File: src/rtl/usb_rx_sipo_pkg.sv
// Shared encodings for the USB receive path: line states, FSM states, error codes.
// The line-state encoding is also used by the transmit path.
package usb_rx_sipo_pkg;

    localparam int SYNC_MIN_TRANSITIONS = 5;
    localparam int STUFF_LIMIT          = 6;
    localparam int EOP_SE0_MIN          = 2;

    typedef enum logic [1:0] {
        LINE_SE0 = 2'd0,
        LINE_J   = 2'd1,
        LINE_K   = 2'd2
    } line_t;

    typedef enum logic [2:0] {
        ST_IDLE = 3'd0,
        ST_SYNC = 3'd1,
        ST_DATA = 3'd2,
        ST_EOP  = 3'd3,
        ST_ERR  = 3'd4
    } state_t;

    localparam logic [2:0] ERR_STUFF    = 3'd1;
    localparam logic [2:0] ERR_ALIGN    = 3'd2;
    localparam logic [2:0] ERR_OVERFLOW = 3'd3;
    localparam logic [2:0] ERR_EMPTY    = 3'd4;
    localparam logic [2:0] ERR_PID      = 3'd5;

    // Anything other than exactly one of J or K is treated as SE0.
    function automatic line_t line_decode(input logic j, input logic k, input logic se0);
        if (j && !k && !se0)
            return LINE_J;
        else if (k && !j && !se0)
            return LINE_K;
        else
            return LINE_SE0;
    endfunction

    function automatic logic pid_ok(input logic [7:0] b);
        return (b[7:4] == ~b[3:0]);
    endfunction

endpackage

File: src/rtl/usb_nrzi_unstuff.sv
// NRZI decoder and bit unstuffer: decoded bit and valid are combinational from the current sample,
// state (prev_line, ones_cnt) advances on i_en; i_init reloads the state for a new packet.
module usb_nrzi_unstuff
    import usb_rx_sipo_pkg::*;
(
    input  logic  clk,
    input  logic  rst,
    input  logic  i_init,
    input  logic  i_en,
    input  line_t i_line,
    output logic  o_bit,
    output logic  o_bit_vld,
    output logic  o_stuff_err
);

    line_t      r_prev;
    logic [2:0] r_ones;
    logic       w_stuffed;

    assign w_stuffed   = (r_ones == 3'(STUFF_LIMIT));
    assign o_bit       = (i_line == r_prev);
    assign o_bit_vld   = !w_stuffed;
    assign o_stuff_err = w_stuffed && o_bit;

    always_ff @(posedge clk or negedge rst) begin
        if (!rst) begin
            r_prev <= LINE_K;
            r_ones <= 3'd0;
        end else if (i_init) begin
            r_prev <= LINE_K;
            r_ones <= 3'd0;
        end else if (i_en) begin
            r_prev <= i_line;
            if (w_stuffed || !o_bit)
                r_ones <= 3'd0;
            else
                r_ones <= r_ones + 3'd1;
        end
    end

endmodule

File: src/rtl/usb_rx_sipo.sv
// USB receive SIPO: SYNC detect, NRZI/unstuff, LSB-first assembly, EOP; one byte held back so w_last is exact.
// Optional first-byte PID check enabled by USB_RX_PID_CHECK_EN.
module usb_rx_sipo
    import usb_rx_sipo_pkg::*;
(
    input  logic       clk,
    input  logic       rst,
    input  logic       bit_strobe,
    input  logic       j_state,
    input  logic       k_state,
    input  logic       se0_state,
    output logic [7:0] w_data,
    output logic       wr_en,
    output logic       w_last,
    input  logic       flag_full,
    output logic       rx_active,
    output logic       rx_error,
    output logic [2:0] rx_err_code
);

    state_t     r_state;
    line_t      r_prev;
    logic [3:0] r_trans_cnt;
    logic [1:0] r_se0_cnt;
    logic [2:0] r_bit_cnt;
    logic [7:0] r_shift;
    logic [7:0] r_held;
    logic       r_held_vld;
    logic [7:0] r_w_data;
    logic       r_wr_en;
    logic       r_w_last;
    logic       r_rx_active;
    logic       r_rx_error;
    logic [2:0] r_err_code;

    line_t      w_line;
    logic       w_init;
    logic       w_nrzi_en;
    logic       w_bit;
    logic       w_bit_vld;
    logic       w_stuff_err;
    logic [7:0] w_byte;
    logic       w_pid_bad;
    logic       w_se0_enough;

    assign w_line       = line_decode(j_state, k_state, se0_state);
    assign w_init       = bit_strobe && (r_state == ST_SYNC) && (w_line == LINE_K) &&
                          (r_prev == LINE_K) && (r_trans_cnt >= 4'(SYNC_MIN_TRANSITIONS));
    assign w_nrzi_en    = bit_strobe && (r_state == ST_DATA) && (w_line != LINE_SE0);
    assign w_byte       = {w_bit, r_shift[7:1]};
    assign w_se0_enough = (r_se0_cnt >= 2'(EOP_SE0_MIN));

`ifdef USB_RX_PID_CHECK_EN
    assign w_pid_bad = !r_held_vld && !pid_ok(w_byte);
`else
    assign w_pid_bad = 1'b0;
`endif

    usb_nrzi_unstuff u_nrzi (
        .clk         (clk),
        .rst         (rst),
        .i_init      (w_init),
        .i_en        (w_nrzi_en),
        .i_line      (w_line),
        .o_bit       (w_bit),
        .o_bit_vld   (w_bit_vld),
        .o_stuff_err (w_stuff_err)
    );

    always_ff @(posedge clk or negedge rst) begin
        if (!rst) begin
            r_state     <= ST_IDLE;
            r_prev      <= LINE_K;
            r_trans_cnt <= 4'd0;
            r_se0_cnt   <= 2'd0;
            r_bit_cnt   <= 3'd0;
            r_shift     <= 8'd0;
            r_held      <= 8'd0;
            r_held_vld  <= 1'b0;
            r_w_data    <= 8'd0;
            r_wr_en     <= 1'b0;
            r_w_last    <= 1'b0;
            r_rx_active <= 1'b0;
            r_rx_error  <= 1'b0;
            r_err_code  <= 3'd0;
        end else begin
            r_wr_en    <= 1'b0;
            r_w_last   <= 1'b0;
            r_rx_error <= 1'b0;
            r_err_code <= 3'd0;
            if (bit_strobe) begin
                case (r_state)
                    ST_IDLE: begin
                        if (w_line == LINE_K) begin
                            r_state     <= ST_SYNC;
                            r_prev      <= LINE_K;
                            r_trans_cnt <= 4'd0;
                        end
                    end
                    ST_SYNC: begin
                        if (w_line == LINE_SE0) begin
                            r_state <= ST_IDLE;
                        end else if (w_line != r_prev) begin
                            r_prev <= w_line;
                            if (r_trans_cnt != 4'hF)
                                r_trans_cnt <= r_trans_cnt + 4'd1;
                        end else if (w_init) begin
                            r_state     <= ST_DATA;
                            r_rx_active <= 1'b1;
                            r_bit_cnt   <= 3'd0;
                            r_held_vld  <= 1'b0;
                        end else begin
                            r_state <= ST_IDLE;
                        end
                    end
                    ST_DATA: begin
                        if (w_line == LINE_SE0) begin
                            r_state   <= ST_EOP;
                            r_se0_cnt <= 2'd1;
                        end else if (w_stuff_err || (w_bit_vld && r_bit_cnt == 3'd7 && w_pid_bad)) begin
                            r_state     <= ST_ERR;
                            r_rx_active <= 1'b0;
                            r_held_vld  <= 1'b0;
                            r_se0_cnt   <= 2'd0;
                            r_rx_error  <= 1'b1;
                            r_err_code  <= w_stuff_err ? ERR_STUFF : ERR_PID;
                        end else if (w_bit_vld) begin
                            r_shift   <= w_byte;
                            r_bit_cnt <= r_bit_cnt + 3'd1;
                            if (r_bit_cnt == 3'd7) begin
                                // The previous byte is released only once a newer one proves it is not last.
                                if (r_held_vld) begin
                                    if (flag_full) begin
                                        r_rx_error <= 1'b1;
                                        r_err_code <= ERR_OVERFLOW;
                                    end else begin
                                        r_wr_en  <= 1'b1;
                                        r_w_data <= r_held;
                                    end
                                end
                                r_held     <= w_byte;
                                r_held_vld <= 1'b1;
                            end
                        end
                    end
                    ST_EOP: begin
                        if (w_line == LINE_SE0) begin
                            if (r_se0_cnt != 2'd3)
                                r_se0_cnt <= r_se0_cnt + 2'd1;
                        end else if (w_line == LINE_J && w_se0_enough) begin
                            r_state     <= ST_IDLE;
                            r_rx_active <= 1'b0;
                            r_held_vld  <= 1'b0;
                            if (r_bit_cnt != 3'd0 || !r_held_vld || flag_full) begin
                                r_rx_error <= 1'b1;
                                r_err_code <= (r_bit_cnt != 3'd0) ? ERR_ALIGN :
                                              (!r_held_vld)       ? ERR_EMPTY : ERR_OVERFLOW;
                            end else begin
                                r_wr_en  <= 1'b1;
                                r_w_last <= 1'b1;
                                r_w_data <= r_held;
                            end
                        end else begin
                            r_state     <= ST_ERR;
                            r_rx_active <= 1'b0;
                            r_held_vld  <= 1'b0;
                            r_se0_cnt   <= 2'd0;
                            r_rx_error  <= 1'b1;
                            r_err_code  <= ERR_ALIGN;
                        end
                    end
                    ST_ERR: begin
                        r_rx_active <= 1'b0;
                        r_held_vld  <= 1'b0;
                        if (w_line == LINE_SE0) begin
                            if (r_se0_cnt != 2'd3)
                                r_se0_cnt <= r_se0_cnt + 2'd1;
                        end else if (w_line == LINE_J && w_se0_enough) begin
                            r_state <= ST_IDLE;
                        end else begin
                            r_se0_cnt <= 2'd0;
                        end
                    end
                    default: r_state <= ST_IDLE;
                endcase
            end
        end
    end

    assign w_data      = r_w_data;
    assign wr_en       = r_wr_en;
    assign w_last      = r_w_last;
    assign rx_active   = r_rx_active;
    assign rx_error    = r_rx_error;
    assign rx_err_code = r_err_code;

endmodule

File: config.mk
export PLATFORM = sky130hd
export DESIGN_NAME = usb_rx_sipo
export DESIGN_NICKNAME = d
export VERILOG_FILES = /design/src/rtl/usb_rx_sipo_pkg.sv /design/src/rtl/usb_nrzi_unstuff.sv /design/src/rtl/usb_rx_sipo.sv
export SDC_FILE = /design/constraint.sdc
export NUM_CORES = 1
export LEC_CHECK = 0
export BUFFER_PORTS_ARGS = -buffer_cell sky130_fd_sc_hd__buf_2
export CORE_ASPECT_RATIO = 0.8
export CORE_MARGIN = 2
export CORE_UTILIZATION = 40
export DETAILED_ROUTE_END_ITERATION = 8
export PLACE_DENSITY = 0.63
export RECOVER_POWER = 100
export REMOVE_ABC_BUFFERS = 1
export SYNTH_ARGS = -nofsm -noshare
export SYNTH_HDL_FRONTEND = slang
export SYNTH_SLANG_ARGS = --single-unit
File: constraint.sdc
create_clock -name clk -period 5.55 [get_ports clk]
set_input_delay 1.665 -clock clk [delete_from_list [all_inputs] [get_ports clk]]
set_output_delay 1.665 -clock clk [all_outputs]
set_load 0.02 [all_outputs]
# Yosys cells after proc, flatten, opt, wreduce, memory -nomap -nowiden
# Index checks and enable logic that the tools add are counted.
dict set report classes {
  add_sub_neg 4
  magnitude_cmp 2
  n_eq_ne 37
  muxes 102
  bitwise_logic 3
  reduce_logical 41
}
# op count
set op_table {}
lappend op_table {{$mux W3} 24}
lappend op_table {{$mux W8} 9}
lappend op_table {{$mux W2} 19}
lappend op_table {{$mux W1} 35}
lappend op_table {{$ne A2 B2 Y1 const B} 14}
lappend op_table {{$mux W4} 4}
lappend op_table {{$pmux W8 S2} 1}
lappend op_table {{$reduce_and A8 Y1} 2}
lappend op_table {{$pmux W3 S5} 1}
lappend op_table {{$reduce_and A5 Y1} 3}
lappend op_table {{$logic_and A1 B1 Y1} 12}
lappend op_table {{$pmux W3 S2} 2}
lappend op_table {{$reduce_and A6 Y1} 2}
lappend op_table {{$reduce_bool A2 Y1} 6}
lappend op_table {{$reduce_and A11 Y1} 1}
lappend op_table {{$ne A2 B1 Y1 const B} 5}
lappend op_table {{$eq A3 B3 Y1 const B} 3}
lappend op_table {{$ne A3 B2 Y1 const B} 3}
lappend op_table {{$reduce_and A9 Y1} 1}
lappend op_table {{$pmux W1 S4} 2}
lappend op_table {{$pmux W2 S2} 2}
lappend op_table {{$pmux W4 S2} 1}
lappend op_table {{$reduce_and A7 Y1} 1}
lappend op_table {{$add A3 B1 Y3 const B} 2}
lappend op_table {{other kinds (22)} 34}
dict set report word_totals {
  reg_bits 51
  in_bits 7
  out_inout_bits 15
  word_cells 205
}

# Depth between registers and ports, before layout
dict set report depth {
  ltp_word 13
  depth_mapped 8
  mapped_depth_nobuf 8
}

# By module
# Synthesis repeated with hierarchy kept, for this count alone.
dict set report hier_totals {
  hier_cells 242
  area_unflattened_um2 2698.8
}
# module instances cells_each area_each_um2 seq_area_each_um2
set modules_own_cells {}
lappend modules_own_cells {usb_rx_sipo 1 213 2406.1 1127.3}
lappend modules_own_cells {usb_nrzi_unstuff 1 29 292.8 126.4}

# Worst setup path before layout
# OpenSTA, ideal clock, no wires.
dict set report synth_path {
  kind {in2reg}
  from {input port j_state}
  to {register r_w_data[0], in the netlist w_data[0]}
  setup_time_ns 0.125
  t_arrival_ns 3.123
  required_ns 5.425
  setup_slack_ns 2.302
  path_stages 8
  n_path_buf 2
  cell_sequence {buf_4 > nor3b_4 > o21ai_2 > nor3b_4 > nand2_1 > a211o_1 > buf_6 > mux2_4}
}
dict set report synth_between {
  elab_chain_len 9
  word_cells_on_any_way 17
  classes_between {eq/ne (6); mux (2); reduce/logical (9)}
}
# element line
set synth_rtl {}
lappend synth_rtl {{start, declared} usb_rx_sipo.sv:9} ;# input logic j_state,
lappend synth_rtl {{$logic_not A1 Y1} usb_rx_sipo_pkg.sv:33} ;# else if (k && !j && !se0)
lappend synth_rtl {{$logic_and A1 B1 Y1 (2 in a row)} usb_rx_sipo_pkg.sv:33}
lappend synth_rtl {{$mux W2} usb_rx_sipo_pkg.sv:33}
lappend synth_rtl {{$mux W2 *} usb_rx_sipo_pkg.sv:31} ;# if (j && !k && !se0)
lappend synth_rtl {{$eq A2 B1 Y1 / $eq A2 B2 Y1 (equally long branches)} {usb_rx_sipo.sv:150, usb_nrzi_unstuff.sv:21}}
lappend synth_rtl {{$logic_and A1 B1 Y1, on equally long branches} {usb_rx_sipo.sv:150, usb_nrzi_unstuff.sv:23}}
lappend synth_rtl {{$ne A2 B2 Y1 (no line)} -}
lappend synth_rtl {{$reduce_and A11 Y1 (no line) *} -}
lappend synth_rtl {{end signal, assigned} usb_rx_sipo.sv:138} ;# r_w_data <= r_held;
lappend synth_rtl {{end signal, assigned} usb_rx_sipo.sv:161} ;# r_w_data <= r_held;
lappend synth_rtl {{end, declared} usb_rx_sipo.sv:29} ;# logic [7:0] r_w_data;
# Every way passes the cells marked *; elsewhere a longest branch is shown, timed or not.
# A chain may end at the register's enable or synchronous reset.

# Worst setup path after layout
dict set report layout_path {
  from {input port j_state}
  to {register r_bit_cnt[0]}
}
dict set report layout_between {
  elab_chain_len 11
  word_cells_on_any_way 21
  classes_between {eq/ne (8); mux (2); reduce/logical (11)}
}
# element line
set layout_rtl {}
lappend layout_rtl {{$logic_not A1 Y1} usb_rx_sipo_pkg.sv:33}
lappend layout_rtl {{$logic_and A1 B1 Y1 (2 in a row)} usb_rx_sipo_pkg.sv:33}
lappend layout_rtl {{$mux W2} usb_rx_sipo_pkg.sv:33}
lappend layout_rtl {{$mux W2 *} usb_rx_sipo_pkg.sv:31}
lappend layout_rtl {{$eq A2 B2 Y1} usb_rx_sipo.sv:47} ;# assign w_init = bit_strobe && (r_state == ST_SYNC) && (w_line == LINE_K) &&
lappend layout_rtl {{$logic_and A1 B1 Y1 (2 in a row)} usb_rx_sipo.sv:47}
lappend layout_rtl {{$logic_and A1 B1 Y1} usb_rx_sipo.sv:48} ;# (r_prev == LINE_K) && (r_trans_cnt >= 4'(SYNC_MIN_TRANSITIONS));
lappend layout_rtl {{$ne A2 B1 Y1 (no line)} -}
lappend layout_rtl {{$reduce_and A8 Y1 (no line) *} -}
lappend layout_rtl {{end signal, assigned} usb_rx_sipo.sv:129} ;# r_bit_cnt <= r_bit_cnt + 3'd1;
lappend layout_rtl {{end, declared} usb_rx_sipo.sv:25} ;# logic [2:0] r_bit_cnt;
# Marked as above.

==> results by group <==
Floorplanning
  – FP Rows: 26
  – Initial core utilization: 41.82%
  – Area of the core: 6474 sq um
  – Ports: 22
  – Die area: 7447 sq um
  – Chip Width: 95.99 microns
  – DIE HEIGHT: about 78 microns

Cells and area
  – ANT cells: 0
  – Commonest non-fill, non-tap cells in the layout: 48 x dfrtp_1, 39 x nand2_1, 17 x clkbuf_1
  – Area Growth Syn to Fin: 5.314%
  – Fill cell total of the finished layout: about 620
  – Fin area: ~2900 sq um
  – Share of layout cells above drive strength 1: between 10% and 20%
  – Final-stage net count: 293
  – Leading cell type in the layout, fill and taps excluded: dfrtp_1

Critical path
  – WP data arrival: approximately 4.3 ns
  – R2R cell count: 5
  – Buf/Inv on CP: 1
  – Critical Path Slowest Stage Cell: nor4_1
  – Critical Path Fanout Max: 9
  – R2r startpoint: r_state[2]$_DFFE_PN0P_
  – Req. time, crit path: a little under 6 ns
  – Cells along the critical path: clkbuf_1 -> xnor2_1 -> nor4_1 -> nand2_1 -> a21oi_1 -> mux2_2
  – Delay-heaviest family, CP: simple AND/OR/NAND/NOR gates
  – R2r endpoint: r_bit_cnt[0]$_DFFE_PN0P_
  – Startpoint class of the critical path: primary input
  – Worst path max stage delay: roughly 0.91 ns
  – R2R Setup Slk: 2.53 ns
  – Worst setup EP type: flop
  – Worst Setup Path Type: in -> reg

GRT
  – First-pass GRT wire length: slightly below 9000 microns
  – Initial antenna violation count: 0
  – GRT Total Usage: between 15 and 20%
  – Total gr overflow: 0
  – Number of global-route vias before repair: around 1,800
  – Largest net degree at the start of global routing: approximately 50

Place
  – # port buffers: 21
  – Detailed placer's ending HPWL: between 3000 and 4000 microns
  – Placement Cell Area: between 2000 and 3000 sq um
  – Gp weighted congestion: ~0.87

Detailed routing
  – Total wire length: a little over 5000 microns
  – Drt first pass iters: 4
  – Drt drc: 0
  – Antenna-violating nets left: 0
  – Via density per instance: 5.291
  – Via count: between 1,500 and 2,000
  – Iter 0 DRT Violations: 124
  – Drt wl/cell: around 14 microns

Clock network
  – Clock transition at path regs: 0.10 ns
  – Clock root buffer master: clkbuf_8
  – CTS tree: yes
  – Worst skew pair latency: ~0.31 ns
  – Clock sink count: 50
  – Post-CTS Setup Bufs: 0
  – Num CTS Buffers: 5
  – H-tree levels: 2
  – Longest Clk Path Bufs: 2
  – Cts hold-fix bufs: 0
  – PostCTS Resize Cnt: 0

Timing
  – Fmax: around 0.25 GHz
  – Clock Skew: 0.01292 ns
  – Final hold violations: 0
  – Worst slew margin: -70.85%
  – Final Cycle Share: approximately 73%
  – WHS: between 0.4 and 0.5 ns
  – Setup TNS: 0 ns
  – RSZ-0062 raised after global routing: no
  – Minimum clock period: about 4 ns
  – Worst Tran Pin Value: about 2.6 ns
  – Setup violations, final: 0
  – Max-slew violations: between 50 and 60

Yosys
  – Largest family of logic cells by synthesized area: simple AND/OR/NAND/NOR gates
  – Xor/xnor share of the synthesized area: less than 1%
  – Adder-cell share of the synthesized area: 4.621%
  – Synth Area in Compound Gates: between 10% and 20%
  – Post-synth cell types: 63
  – Post-Syn Instances: around 250
  – Post-synthesis mux area share: roughly 10%
  – Syn. warnings: 0
  – Synth Flop Type: dfrtp_1
  – Number of synthesized register bits: 50
  – Avg Synthesized Cell Area: 10.66 sq um
  – Simple-Gate Fraction of Synth Area: slightly above 20%
  – Mapped cell area: between 2000 and 3000 sq um
  – Post-synth EDFFs: 0
  – Ys async rst share: 100.0%
  – Seq/Total Area, Yosys: 46.30%

Hold path
  – Hold path depth: 1
  – HP Class: reg -> reg
  – Endpoint, Worst Hold: w_data[4]$_DFFE_PN0P_
  – Hold Crit Start: r_held[4]$_DFFE_PN0P_

Status
  – Violated checks: capacitance limit, slew limit
  – Outcome: finished, violations left

Power and ir drop
  – Power per cell area: roughly 290 nW/um^2
  – Total power: between 0.8 and 0.9 mW
  – Max rail drop VDD: just over 100 uV
  – Lkg Pwr: 1.316 nW

Job
  – MaxCap Viol Count: 1
[stage by stage]
step | cells | util [%] | setup WS, ns
4_1_cts | 361 | 45.83 | 2.321
3_5_place_dp | 353 | 44.32 | 1.997
3_3_place_gp | 353 | 44.32 | 2.003
5_1_grt | 361 | 44.05 | 1.114
6_report | 361 | 44.05 | 1.509
2_1_floorplan | 247 | - | 2.384
[power breakdown]
part | switching [mW] | internal, mW | leakage [nW]
registers | 0.0357 | 0.395 | 0.685
logic | 0.0996 | 0.0747 | 0.580
clock network | 0.130 | 0.0944 | 0.0506
[sequential cells by signal, indices dropped and copies added (netlist names)]
signal,cells
r_bit_cnt,3
r_held,8
r_held_vld,1
r_prev,2
r_se0_cnt,2
r_shift,7
r_state,3
r_trans_cnt,4
rx_active,1
rx_err_code,3
rx_error,1
u_nrzi.r_ones,3
u_nrzi.r_prev,2
w_data,8
w_last,1
wr_en,1
[cell usage after synthesis (3+ instances only)]
master    instances  area share, %
dfrtp_1          48             44
nand2_1          39            5.4
inv_1            15            2.1
nor2_1           15            2.1
a21oi_1          14            2.6
mux2_2           11            4.6
ha_1             10            4.6
mux2_4            8            4.4
o21ai_0           7            1.3
nand3_1           5           0.92
nor3_1            5           0.92
a22o_1            4            1.3
nand2b_1          4           0.92
o21a_1            4            1.1
or3_1             4           0.92
a211oi_1          3           0.83
[worst register-to-register path, delay by kind of cell, from the launching register on]
family	cells	cell delay (ns)
muxes	1	0.28
and+or+nand+nor	3	1.51
AOI/OAI and AO/OA	1	0.65
DFF	1	0.51
[worst max-delay path by stage]
stage / startpoint / to / slack, ns / cells after the start
after floorplan: k_state / w_data[0]$_DFFE_PN0P_ / 2.38 / 6
after global placement: k_state / r_bit_cnt[0]$_DFFE_PN0P_ / 2.00 / 7
after detailed placement: k_state / r_bit_cnt[0]$_DFFE_PN0P_ / 2.00 / 7
after CTS: k_state / r_bit_cnt[0]$_DFFE_PN0P_ / 2.32 / 7
after global routing: rst / r_held[3]$_DFFE_PN0P_ / 1.11 / 2
final: j_state / r_bit_cnt[0]$_DFFE_PN0P_ / 1.51 / 6
[layer usage]
layer  wire, microns  up-vias  part of all wire, %  GRT usage (%)
met2            2094       46                   41          20.90
met4              68        0                  1.3          5.714
met3             250        7                  5.0          3.204
li1                -      941                    -              -
met5               0        -                    0              0
met1            2632      916                   52          23.04
[cell families after synthesis]
kind of cell             count (synthesis)
buffers and inverters                   22
multiplexers                            22
AND/OR/NAND/NOR                         96
XOR/XNOR                                 2
AO/OA/AOI/OAI                           52
flip-flops                              50
adder cells (fa/ha/maj)                 10
[area by class of cell]
type | count | area, sq um | share of cell area [%]
clock inverter | 3 | 28.78 | 1.009
multi-input combinational | 182 | 1250 | 43.84
tap | 84 | 105.1 | 3.686
sequential | 50 | 1254 | 43.97
timing repair buffer | 22 | 88.84 | 3.115
inverter | 15 | 56.30 | 1.975
clock buffer | 5 | 68.82 | 2.413
Note: power is estimated with default switching activity, not from simulation.
